--- src/rtl/alu_op_sequencer.sv ---
// Sequential initiator for a combinational ALU/adder/mux datapath: latch a command, hold it for a
// settle time, capture the result and return it with a sequence tag. Optional OP_STATS_EN adds op/carry counters.
module alu_op_sequencer #(
   parameter int WIDTH         = 3,
   parameter int OPC_W         = 3,
   parameter int SETTLE_CYCLES = 1,
   parameter int SEQ_W         = 4
) (
   input  logic             clk,
   input  logic             rst_n,
   input  logic             cmd_valid,
   output logic             cmd_ready,
   input  logic [WIDTH-1:0] cmd_a,
   input  logic [WIDTH-1:0] cmd_b,
   input  logic [WIDTH-1:0] cmd_c,
   input  logic [WIDTH-1:0] cmd_d,
   input  logic [WIDTH-1:0] cmd_e,
   input  logic [OPC_W-1:0] cmd_opcode,
   input  logic             cmd_sel_1,
   input  logic [1:0]       cmd_sel_2,
   output logic [WIDTH-1:0] dp_a,
   output logic [WIDTH-1:0] dp_b,
   output logic [WIDTH-1:0] dp_c,
   output logic [WIDTH-1:0] dp_d,
   output logic [WIDTH-1:0] dp_e,
   output logic [OPC_W-1:0] dp_opcode,
   output logic             dp_sel_1,
   output logic [1:0]       dp_sel_2,
   input  logic [WIDTH-1:0] dp_out,
   input  logic             dp_carry_out,
   output logic             rsp_valid,
   input  logic             rsp_ready,
   output logic [WIDTH-1:0] rsp_data,
   output logic             rsp_carry,
   output logic [SEQ_W-1:0] rsp_seq
`ifdef OP_STATS_EN
   ,
   output logic [15:0]      op_count,
   output logic [15:0]      carry_count
`endif
);

   // A settle time of 0 would capture before the datapath saw the operands, so it is promoted to 1.
   localparam int         SETTLE_EFF  = (SETTLE_CYCLES < 1) ? 1 : SETTLE_CYCLES;
   localparam logic [3:0] SETTLE_LOAD = 4'(SETTLE_EFF);

   typedef enum logic [1:0] {
      IDLE,
      SETTLE,
      RESP
   } state_t;

   state_t     state;
   state_t     state_next;
   logic [3:0] settle_cnt;
   logic       accept;
   logic       capture;
   logic       handshake;

   always_ff @(posedge clk or negedge rst_n) begin
      if (!rst_n) begin
         state <= IDLE;
      end else begin
         state <= state_next;
      end
   end

   always_comb begin
      state_next = state;
      accept     = 1'b0;
      capture    = 1'b0;
      handshake  = 1'b0;
      case (state)
         IDLE: begin
            if (cmd_valid) begin
               accept     = 1'b1;
               state_next = SETTLE;
            end
         end
         SETTLE: begin
            if (settle_cnt <= 4'd1) begin
               capture    = 1'b1;
               state_next = RESP;
            end
         end
         RESP: begin
            if (rsp_ready) begin
               handshake  = 1'b1;
               state_next = IDLE;
            end
         end
         default: state_next = IDLE;
      endcase
   end

   // Handshake flags are flops so that no output depends combinationally on an input.
   always_ff @(posedge clk or negedge rst_n) begin
      if (!rst_n) begin
         cmd_ready  <= 1'b1;
         rsp_valid  <= 1'b0;
         settle_cnt <= 4'd0;
      end else begin
         if (accept) begin
            cmd_ready  <= 1'b0;
            settle_cnt <= SETTLE_LOAD;
         end else if (state == SETTLE && settle_cnt != 4'd0) begin
            settle_cnt <= settle_cnt - 4'd1;
         end
         if (capture) begin
            rsp_valid <= 1'b1;
         end
         if (handshake) begin
            rsp_valid <= 1'b0;
            cmd_ready <= 1'b1;
         end
      end
   end

   // Datapath drive registers keep the last command after completion; only reset clears them.
   always_ff @(posedge clk or negedge rst_n) begin
      if (!rst_n) begin
         dp_a      <= '0;
         dp_b      <= '0;
         dp_c      <= '0;
         dp_d      <= '0;
         dp_e      <= '0;
         dp_opcode <= '0;
         dp_sel_1  <= 1'b0;
         dp_sel_2  <= 2'd0;
      end else if (accept) begin
         dp_a      <= cmd_a;
         dp_b      <= cmd_b;
         dp_c      <= cmd_c;
         dp_d      <= cmd_d;
         dp_e      <= cmd_e;
         dp_opcode <= cmd_opcode;
         dp_sel_1  <= cmd_sel_1;
         dp_sel_2  <= cmd_sel_2;
      end
   end

   always_ff @(posedge clk or negedge rst_n) begin
      if (!rst_n) begin
         rsp_data  <= '0;
         rsp_carry <= 1'b0;
         rsp_seq   <= '0;
      end else begin
         if (capture) begin
            rsp_data  <= dp_out;
            rsp_carry <= dp_carry_out;
         end
         if (handshake) begin
            rsp_seq <= rsp_seq + 1'b1;
         end
      end
   end

`ifdef OP_STATS_EN
   // Saturating statistics, updated on the response handshake.
   always_ff @(posedge clk or negedge rst_n) begin
      if (!rst_n) begin
         op_count    <= 16'd0;
         carry_count <= 16'd0;
      end else if (handshake) begin
         if (op_count != 16'hFFFF) begin
            op_count <= op_count + 16'd1;
         end
         if (rsp_carry && carry_count != 16'hFFFF) begin
            carry_count <= carry_count + 16'd1;
         end
      end
   end
`endif

endmodule

--- config.mk ---
export PLATFORM = sky130hd
export DESIGN_NAME = alu_op_sequencer
export DESIGN_NICKNAME = d
export VERILOG_FILES = /design/src/rtl/alu_op_sequencer.sv
export SDC_FILE = /design/constraint.sdc
export NUM_CORES = 1
export LEC_CHECK = 0
export CAP_MARGIN = 5
export CORE_ASPECT_RATIO = 0.5
export CORE_MARGIN = 2
export CORE_UTILIZATION = 46
export DETAILED_ROUTE_END_ITERATION = 10
export PLACE_DENSITY = 0.95
export SLEW_MARGIN = 10
export SYNTH_ARGS = -nofsm -noshare
export SYNTH_HDL_FRONTEND = slang
export SYNTH_SLANG_ARGS = --single-unit
--- constraint.sdc ---
create_clock -name clk -period 4.6 [get_ports clk]
set_input_delay 0.46 -clock clk [delete_from_list [all_inputs] [get_ports clk]]
set_output_delay 0.46 -clock clk [all_outputs]
set_load 0.01 [all_outputs]
==> impl_metrics.csv, run 1 <==
group,metric,value,unit
logic_synthesis,synth_adder_area_share,3.21,%
worst_hold_path,hold_class,"register to register",
cts,clk-insertion-delay-late,0.29,ns
logic_synthesis,yosysWarningCount,0,
logic_synthesis,synth_mux_area_share,19.3,%
setup_path,slowest_stage,"nor3b_4",
cts,cts_setup_buffers,0,
logic_synthesis,yosys.area_share.simple,11.4,%
die,dieArea,3900,um2
die,die_w,86.3,um
run_status,outcome,"completed",
grt,grt_overflow,0,
cts,clk_path_buf_depth,2,
cts,cts_buffers,5,
setup_path,cpLargestDelayFamily,"simple AND/OR/NAND/NOR gates",
sta,skew,0.00588,ns
routing,via_per_inst,5.17,
grt,grt_start_max_net_pins,38,
grt,grt_pass1_vias,1202,
placement,place.gp.congestion,0.750,
cts,cts.sinks,37,
sta,fin_crit,2.11,ns
sta,slew-limit-headroom,28.0,%
power,intPower,1030,uW
logic_synthesis,synth_area_per_cell,14.3,um2
power,p_sw_share,33.8,%
cts,clkTransAtPathRegs,0.07,ns
setup_path,crit_path_end_kind,"register",
sta,hold_viol,0,
placement,io_buffer_count,59,
routing,vias,1106,
grt,gr-usage-all-layers,20.4,%
setup_path,worstPathBufferInverterCount,1,
power,p_clk_share,14.0,%
layout,post_route_cells_drive_above_1_share,22.4,%
grt,antenna_found_initial,0,
sta,rsz0062_at_grt,"no",
die,rows,14,
power,p_total,1560,uW
setup_path,cp.arrival,2.28,ns
setup_path,crit_fanout,24,
power,combPwrFrac,46.4,%
sta,slew_violations,0,
grt,grt_pass1_wl,5680,um
routing,wirelength,3610,um
setup_path,worstSetupPathType,"primary input to register",
placement,place_area,2180,um2
logic_synthesis,syn_inst,109,
power,power_density,686,nW/um2
layout,fillers,214,
logic_synthesis,ys_async_sr_fraction,100,%
logic_synthesis,synth_edf_count,0,
logic_synthesis,ys_seq_area_share,59.5,%
sta,setup_viol,0,
setup_path,worstPathCellList,"clkdlybuf4s50_1 > nor3b_4 > mux2_2",
layout,nets,206,
sta,fmax,474,MHz
sta,worstMarginPinSlew,1.08,ns
power,p_leak,0.000952,uW
routing,drtAntennaViolNets,0,
sta,post-route-period-util,45.8,%
die,ios,60,
layout,num_antenna_cells,0,
logic_synthesis,synth_xor_area_share,1.69,%
cts,cts-htree-levels,2,
logic_synthesis,synth_compound_area_share,2.73,%
logic_synthesis,synthFlopType,"dfrtp_1",
power,p_seq_share,39.5,%
die,start_util,50.0,%
cts,tritoncts,"yes",
power,p_sw,526,uW
layout,fin_area,2270,um2
cts,cts_hold_buf,0,
layout,area_growth,45.7,%
setup_path,worstSetupStartpointType,"primary input",
die,core_area,3120,um2
routing,first_pass_iters,3,
setup_path,slowest_delay,0.89,ns
routing,drt_iter0_markers,49,
power,worst_ir_drop_vdd,0.000400,V
logic_synthesis,yosys_register_bits,37,
placement,dpl.hpwl,2650,um
routing,route.detailed.drc,0,
logic_synthesis,synth_nets,142,
die,die_h,45.2,um
flow_run,max_cap_violations,0,
logic_synthesis,synth_top_family_by_area,"multiplexers",
sta,whs,0.479,ns
sta,finalSetupTns,0,ns
cts,cts_repair_resize_count,0,
logic_synthesis,netlist_area,1560,um2
logic_synthesis,synth_cell_types,30,
routing,routedWlPerCell,16.9,um
setup_path,cp.required,4.77,ns
cts,clockRootBuffer,"clkbuf_8",
-- stage by stage --
step / utilization, % / cells / worst slack, ns
after global placement: 70.1 / 206 / 2.19
final: 72.8 / 214 / 2.49
after floorplan: - / 109 / 3.16
after detailed placement: 70.1 / 206 / 2.18
after CTS: 72.8 / 214 / 2.47
after global routing: 72.8 / 214 / 2.38
-- worst paths after layout --
| check | startpoint | end | slack (ns) | cells after the start |
|---|---|---|---|---|
| worst min-delay path | rsp_seq[3] | rsp_seq[3] | 0.48 | 1 |
| worst min register to register | rsp_seq[3] | rsp_seq[3] | 0.48 | 1 |
| max in group asynchronous | rst_n | cmd_ready | 3.67 | 2 |
| worst max register to register | state[0] | dp_sel_1 | 2.58 | 2 |
| worst max-delay path | cmd_valid | dp_sel_1 | 2.49 | 3 |
| min in group asynchronous | rst_n | dp_c[0] | 0.59 | 2 |
-- cell usage in the layout (no fill, tap or decap), drive strengths merged --
cell,Yosys,final
o21bai,1,1
nor2,3,3
or3,1,1
a21o,1,1
nand2,6,6
clkinvlp,0,1
and3b,1,1
nand3,2,2
nand4,1,1
nor3,1,1
inv,3,3
dfstp,1,1
clkinv,0,2
o21ai,2,2
mux2i,2,2
or4,1,1
a21oi,2,2
nor4,1,1
nand3b,1,1
buf,3,1
a22oi,1,1
nor3b,2,2
and4bb,1,1
mux2,25,25
xnor2,3,3
clkdlybuf4s50,0,59
dfrtp,36,36
or2,1,1
nand2b,3,3
clkbuf,0,5
ha,4,4
-- power groups by stage --
stage | combinational, uW | clock, uW | sequential [uW]
2_1_floorplan | 319 | 0 | 647
3_3_place_gp | 693 | 0 | 603
3_5_place_dp | 725 | 0 | 617
4_1_cts | 732 | 225 | 613
5_1_grt | 770 | 242 | 632
6_report | 723 | 219 | 616
-- registers in the layout, summed over array words and instances, names as in the netlist --
name        flops
dp_opcode       3
dp_c            3
rsp_data        3
dp_a            3
dp_sel_1        1
rsp_carry       1
rsp_seq         4
cmd_ready       1
dp_b            3
rsp_valid       1
state           2
dp_e            3
dp_d            3
settle_cnt      4
dp_sel_2        2
-- cell type report --
class | count | area, um2 | share of cell area [%]
Timing Repair Buffer | 60 | 598 | 26.3
Clock buffer | 5 | 68.8 | 3.03
Sequential cell | 37 | 927 | 40.8
Clock inverter | 3 | 17.5 | 0.771
Tap cell | 40 | 50.0 | 2.20
Multi-Input combinational cell | 66 | 598 | 26.3
Inverter | 3 | 11.3 | 0.496
-- routing by layer --
metal  global-route usage, %  share of wire (%)
met5                       0                  0
met4                    10.9                2.4
met3                    6.22                4.2
met2                    38.2                 55
met1                    21.2                 38
-- logic make-up (layout without fill, tap and decap cells) --
family,count (synthesis),after routing
flops,37,37
buf+inv,6,71
compound gates,7,7
simple gates,25,25
fa+ha+maj,4,4
mux,27,27
xor+xnor,3,3
-- cells in the mapped netlist (all sizes together) (2+ instances only) --
| cell type | number | area share [%] |
|---|---|---|
| a21oi | 2 | 0.64 |
| xnor2 | 3 | 1.7 |
| nand2 | 6 | 1.4 |
| dfrtp | 36 | 58 |
| nor2 | 3 | 0.72 |
| nor3b | 2 | 1.7 |
| nand3 | 2 | 0.64 |
| inv | 3 | 0.72 |
| nand2b | 3 | 1.7 |
| buf | 3 | 1.4 |
| ha | 4 | 3.2 |
| o21ai | 2 | 0.64 |
| mux2 | 25 | 18 |
| mux2i | 2 | 1.3 |
Power figures use the tool's default switching activity.
==> run 2: changes to the inputs <==
CORE_UTILIZATION = 43   (was 46)
PLACE_DENSITY = 0.91   (was 0.95)
clock period = 2.1 ns   (was 4.6 ns; I/O delays follow)
==> run 2 against run 1 <==
Compared with the run above:
- first-iteration DRC count shrank 49%
- non-clock buffer count did not move
- wire length fell by 0.61%
- sequential power up 120%
- power grew 120%
- sequential share of layout area down 0.42 points
- highest routed layer unchanged
==> impl_metrics.csv, run 2 (synthesis results as in run 1) <==
group,metric,value,unit
placement,io_buffer_count,59,
layout,fin_area,2290,um2
die,dieArea,4150,um2
routing,route.detailed.drc,0,
placement,dpl.cell_count,217,
die,ios,60,
layout,post_route_cells_drive_above_1_share,23.0,%
flow_run,max_cap_violations,0,
grt,antenna_found_initial,0,
power,p_leak,0.000963,uW
layout,regArea,927,um2
cts,clockRootBuffer,"clkbuf_8",
cts,clk-insertion-delay-late,0.29,ns
die,core_area,3450,um2
routing,via_per_inst,4.86,
sta,fmax,611,MHz
layout,fillers,250,
worst_hold_path,hold_class,"primary input to async pin",
sta,finalSetupTns,0,ns
setup_path,slowest_stage,"dfrtp_1",
sta,fin_crit,1.64,ns
setup_path,worstSetupPathType,"register to register",
layout,area_growth,47.2,%
setup_path,worstSetupStartpointType,"register",
sta,hold_viol,0,
cts,cts_repair_resize_count,0,
routing,vias,1093,
setup_path,cp.required,2.28,ns
sta,worstMarginPinSlew,0.818,ns
sta,slew-limit-headroom,45.5,%
layout,stdcell_count,225,
setup_path,crit_fanout,6,
sta,slew_violations,0,
cts,cts-htree-levels,2,
placement,place.gp.congestion,0.816,
die,die_h,46.6,um
grt,gr-usage-all-layers,18.4,%
grt,grt_start_max_net_pins,38,
sta,post-route-period-util,77.9,%
power,worst_ir_drop_vdd,0.000696,V
die,rows,15,
grt,grt_pass1_vias,1129,
layout,final_common_cell,"clkdlybuf4s50_1",
layout,final_cell_mix,"clkdlybuf4s50_1 (58), dfrtp_1 (36), mux2_2 (24)",
cts,cts.sinks,37,
setup_path,crit_path_end_kind,"register",
power,power_density,1510,nW/um2
placement,dp_slack,0.376,ns
routing,wirelength,3590,um
cts,cts_setup_buffers,0,
layout,multi_input_area,598,um2
die,die_w,89.2,um
routing,drtAntennaViolNets,0,
setup_path,cpLargestDelayFamily,"flip-flops",
sta,setup_slack,0.464,ns
cts,cts_hold_buf,0,
sta,skew,0.00496,ns
setup_path,slowest_delay,0.43,ns
placement,dpl.hpwl,2700,um
run_status,outcome,"completed",
layout,num_antenna_cells,0,
cts,tritoncts,"yes",
setup_path,worstPathBufferInverterCount,1,
sta,rsz0062_at_grt,"no",
sta,setup_viol,0,
setup_path,cp.arrival,1.82,ns
cts,clkTransAtPathRegs,0.07,ns
sta,whs,0.00713,ns
layout,top_regs,"rsp_seq x4, settle_cnt x4",
routing,first_pass_iters,4,
routing,routedWlPerCell,16.0,um
setup_path,worstPathCellList,"inv_1 > ha_1 > nor2_1 > nor4_4 > mux2_2",
placement,place_area,2190,um2
grt,grt_pass1_wl,5360,um
layout,nets,206,
die,start_util,45.1,%
cts,cts_buffers,5,
routing,drt_iter0_markers,25,
grt,grt_overflow,0,
cts,clk_path_buf_depth,2,
==> run 2: changes by cell type in the layout (fill, tap and decap cells not counted) <==
| cell | delta |
|---|---|
| clkinvlp_4 | -1 |
| clkinv_2 | -1 |
| buf_2 | +1 |
| clkbuf_8 | +2 |
| clkdlybuf4s50_1 | -1 |
==> run 2: worst register-to-register path, stage by stage (launching register included) <==
cell	delay, ns
dfrtp_1	0.43
inv_1	0.10
ha_1	0.20
nor2_1	0.10
nor4_4	0.31
mux2_2	0.39
==> run 2: layout make-up <==
type / count / share of cell area [%]
sequential: 37 / 40.4
multi-input combinational: 66 / 26.1
inverter: 3 / 0.491
clock buffer: 7 / 4.20
timing repair buffer: 60 / 25.8
tap: 51 / 2.78
clock inverter: 1 / 0.218
==> run 2: worst paths after layout <==
path / cells after the start / end / slack [ns] / from
setup / recovery: 5 / rsp_data[2] / 0.46 / settle_cnt[0]
hold / removal: 1 / dp_c[1] / 0.007 / rst_n
setup reg to reg: 5 / rsp_data[2] / 0.46 / settle_cnt[0]
hold reg to reg: 1 / rsp_seq[3] / 0.49 / rsp_seq[3]
max in group asynchronous: 1 / state[1] / 1.58 / rst_n
min in group clk: 1 / rsp_seq[3] / 0.49 / rsp_seq[3]
==> run 2: report_power, final <==
group          internal [uW]  switching (uW)  leakage, uW
clock network            296             252    0.0000542
logic                    968             610     0.000467
registers               1070             277     0.000441
total                   2330            1140     0.000963
==> run 2: metrics by stage <==
stage	total power [uW]	util [%]
after floorplan	2120	-
after CTS	3490	66.4
after detailed placement	2940	63.5
after global routing	3650	66.4
final	3470	66.4
after global placement	2830	63.5
==> run 2: routing by layer <==
layer / global-route usage (%) / up-vias / wire length [um]
met4: 8.36 / 0 / 62
met3: 6.27 / 7 / 107
met1: 20.9 / 556 / 1550
li1: - / 509 / -
met5: 0 / - / 0
met2: 32.0 / 21 / 1870
==> run 3: changes to the inputs <==
CORE_UTILIZATION = 39   (was 43)
PLACE_DENSITY = 0.87   (was 0.91)
clock period = 1.5 ns   (was 2.1 ns; I/O delays follow)
==> run 3 against run 2 <==
Compared with the run above:
- the run now ends with negative setup slack left
- sequential cell count did not move
- sequential share of layout area decreased by 5.5 points
- non-clock buffer count grew 24
- clock power is 28% higher
- critical path depth up 1
- combinational power is 110% higher
- register-to-register slack got worse by 0.53 ns
- die area increased by 9.6%
- sequential power grew 40%
==> impl_metrics.csv, run 3 (synthesis results as in run 1) <==
group,metric,value,unit
layout,post_route_cells_drive_above_1_share,37.9,%
routing,vias,1239,
setup_path,r2r_setup_slack,-0.07,ns
cts,clockRootBuffer,"clkbuf_8",
run_status,outcome,"finished, violations left",
placement,io_buffer_count,59,
setup_path,worstSetupStartpointType,"register",
routing,route.detailed.drc,0,
sta,hold_viol,0,
cts,clk_path_buf_depth,2,
layout,num_antenna_cells,0,
die,dieArea,4550,um2
layout,fin_area,2660,um2
power,p_leak,0.00116,uW
cts,cts_buffers,5,
setup_path,worstPathBufferInverterCount,3,
cts,clkTransAtPathRegs,0.08,ns
sta,rsz0062_at_grt,"yes",
flow_run,max_cap_violations,0,
setup_path,cpLargestDelayFamily,"simple AND/OR/NAND/NOR gates",
routing,first_pass_iters,4,
placement,place.gp.congestion,0.812,
cts,cts.sinks,37,
setup_path,crit_path_end_kind,"register",
die,ios,60,
grt,grt_pass1_vias,1266,
setup_path,slowest_stage,"or4_4",
sta,fmax,637,MHz
grt,gr-usage-all-layers,18.5,%
cts,cts-htree-levels,2,
grt,antenna_found_initial,0,
routing,wirelength,4710,um
sta,skew,0.0103,ns
cts,clk-insertion-delay-late,0.30,ns
placement,place_area,2280,um2
layout,area_growth,70.6,%
placement,dpl.hpwl,2480,um
sta,slew_violations,0,
die,start_util,40.3,%
sta,fin_crit,1.57,ns
grt,grt_overflow,0,
routing,drt_iter0_markers,70,
cts,tritoncts,"yes",
setup_path,cp.required,1.74,ns
setup_path,crit_fanout,3,
layout,final_cell_mix,"clkdlybuf4s50_1 (57), dfrtp_1 (36), buf_4 (15)",
sta,worstMarginPinSlew,0.446,ns
setup_path,crit_top_cell,"buf_4",
layout,final_util,68.8,%
power,worst_ir_drop_vdd,0.000950,V
setup_path,slowest_delay,0.52,ns
run_status,violations,"negative setup slack",
layout,nets,230,
routing,drtAntennaViolNets,0,
sta,setup_viol,12,
setup_path,cp.arrival,1.81,ns
die,core_area,3860,um2
die,die_h,48.7,um
sta,post-route-period-util,105,%
grt,grt_pass1_wl,6310,um
worst_hold_path,hold_class,"primary input to async pin",
sta,slew-limit-headroom,70.2,%
grt,grt_start_max_net_pins,38,
routing,routedWlPerCell,18.7,um
sta,setup_slack,-0.0693,ns
setup_path,worstSetupPathType,"register to register",
die,rows,16,
routing,via_per_inst,4.92,
power,power_density,2210,nW/um2
layout,final_common_cell,"clkdlybuf4s50_1",
die,die_w,93.4,um
setup_path,worstPathCellList,"inv_2 > buf_4 > buf_4 > ha_4 > or4_4 > nand3_2",
layout,top_regs,"rsp_seq x4, settle_cnt x4",
run 3: metrics by stage:
stage	hold slack [ns]	TNS, ns	instances	setup WS, ns	power, uW
2_1_floorplan	-0.146	0	109	0.0552	2960
4_1_cts	0.439	-0.411	246	-0.0706	5310
5_1_grt	0.457	-0.428	252	-0.0982	6130
6_report	0.407	-0.120	252	-0.0693	5880
3_3_place_gp	0.216	-0.527	229	-0.0489	4140
3_5_place_dp	0.219	-1.17	229	-0.0967	4260
run 3: power by group:
part	switching, uW	internal [uW]	leakage, uW
logic	1270	2040	0.000670
clock network	383	321	0.0000439
registers	377	1490	0.000441
run 3: cell type report:
type                       count  area, um2
fill                         239       1200
sequential                    37        927
timing repair buffer          84        845
clock inverter                 3       17.5
inverter                       3       13.8
multi-input combinational     66        721
clock buffer                   5       68.8
tap                           54       67.6
run 3: timing repair:
item	4_1_cts	5_1_grt
resized for setup	17	22
hold buffers	1	0
cloned	0	2
endpoints found under the setup margin	5	22
setup buffers	8	4
endpoints found under the hold margin	36	0
pin swaps	5	5
run 3: path summary, 6_finish.rpt:
kind                                       to  cells after the start          start
worst min register to register     rsp_seq[3]                      1     rsp_seq[3]
worst max register to register  settle_cnt[3]                      6  settle_cnt[1]
worst max-delay path            settle_cnt[3]                      6  settle_cnt[1]
worst min-delay path                 state[0]                      3          rst_n
max in group asynchronous           cmd_ready                      3          rst_n
min in group clk                      dp_d[2]                      2       cmd_d[2]
run 3: per-layer routing:
layer  share of wire (%)  up-vias  track usage, %
met5                   0        -               0
li1                    -      555               -
met1                  42      619            23.7
met3                 5.2       16            6.23
met4                 2.5        0            8.33
met2                  50       49            28.7
run 3: worst min-delay path, delay by kind of cell:
kind | cells | cell delay (ns)
buf+inv | 3 | 0.99
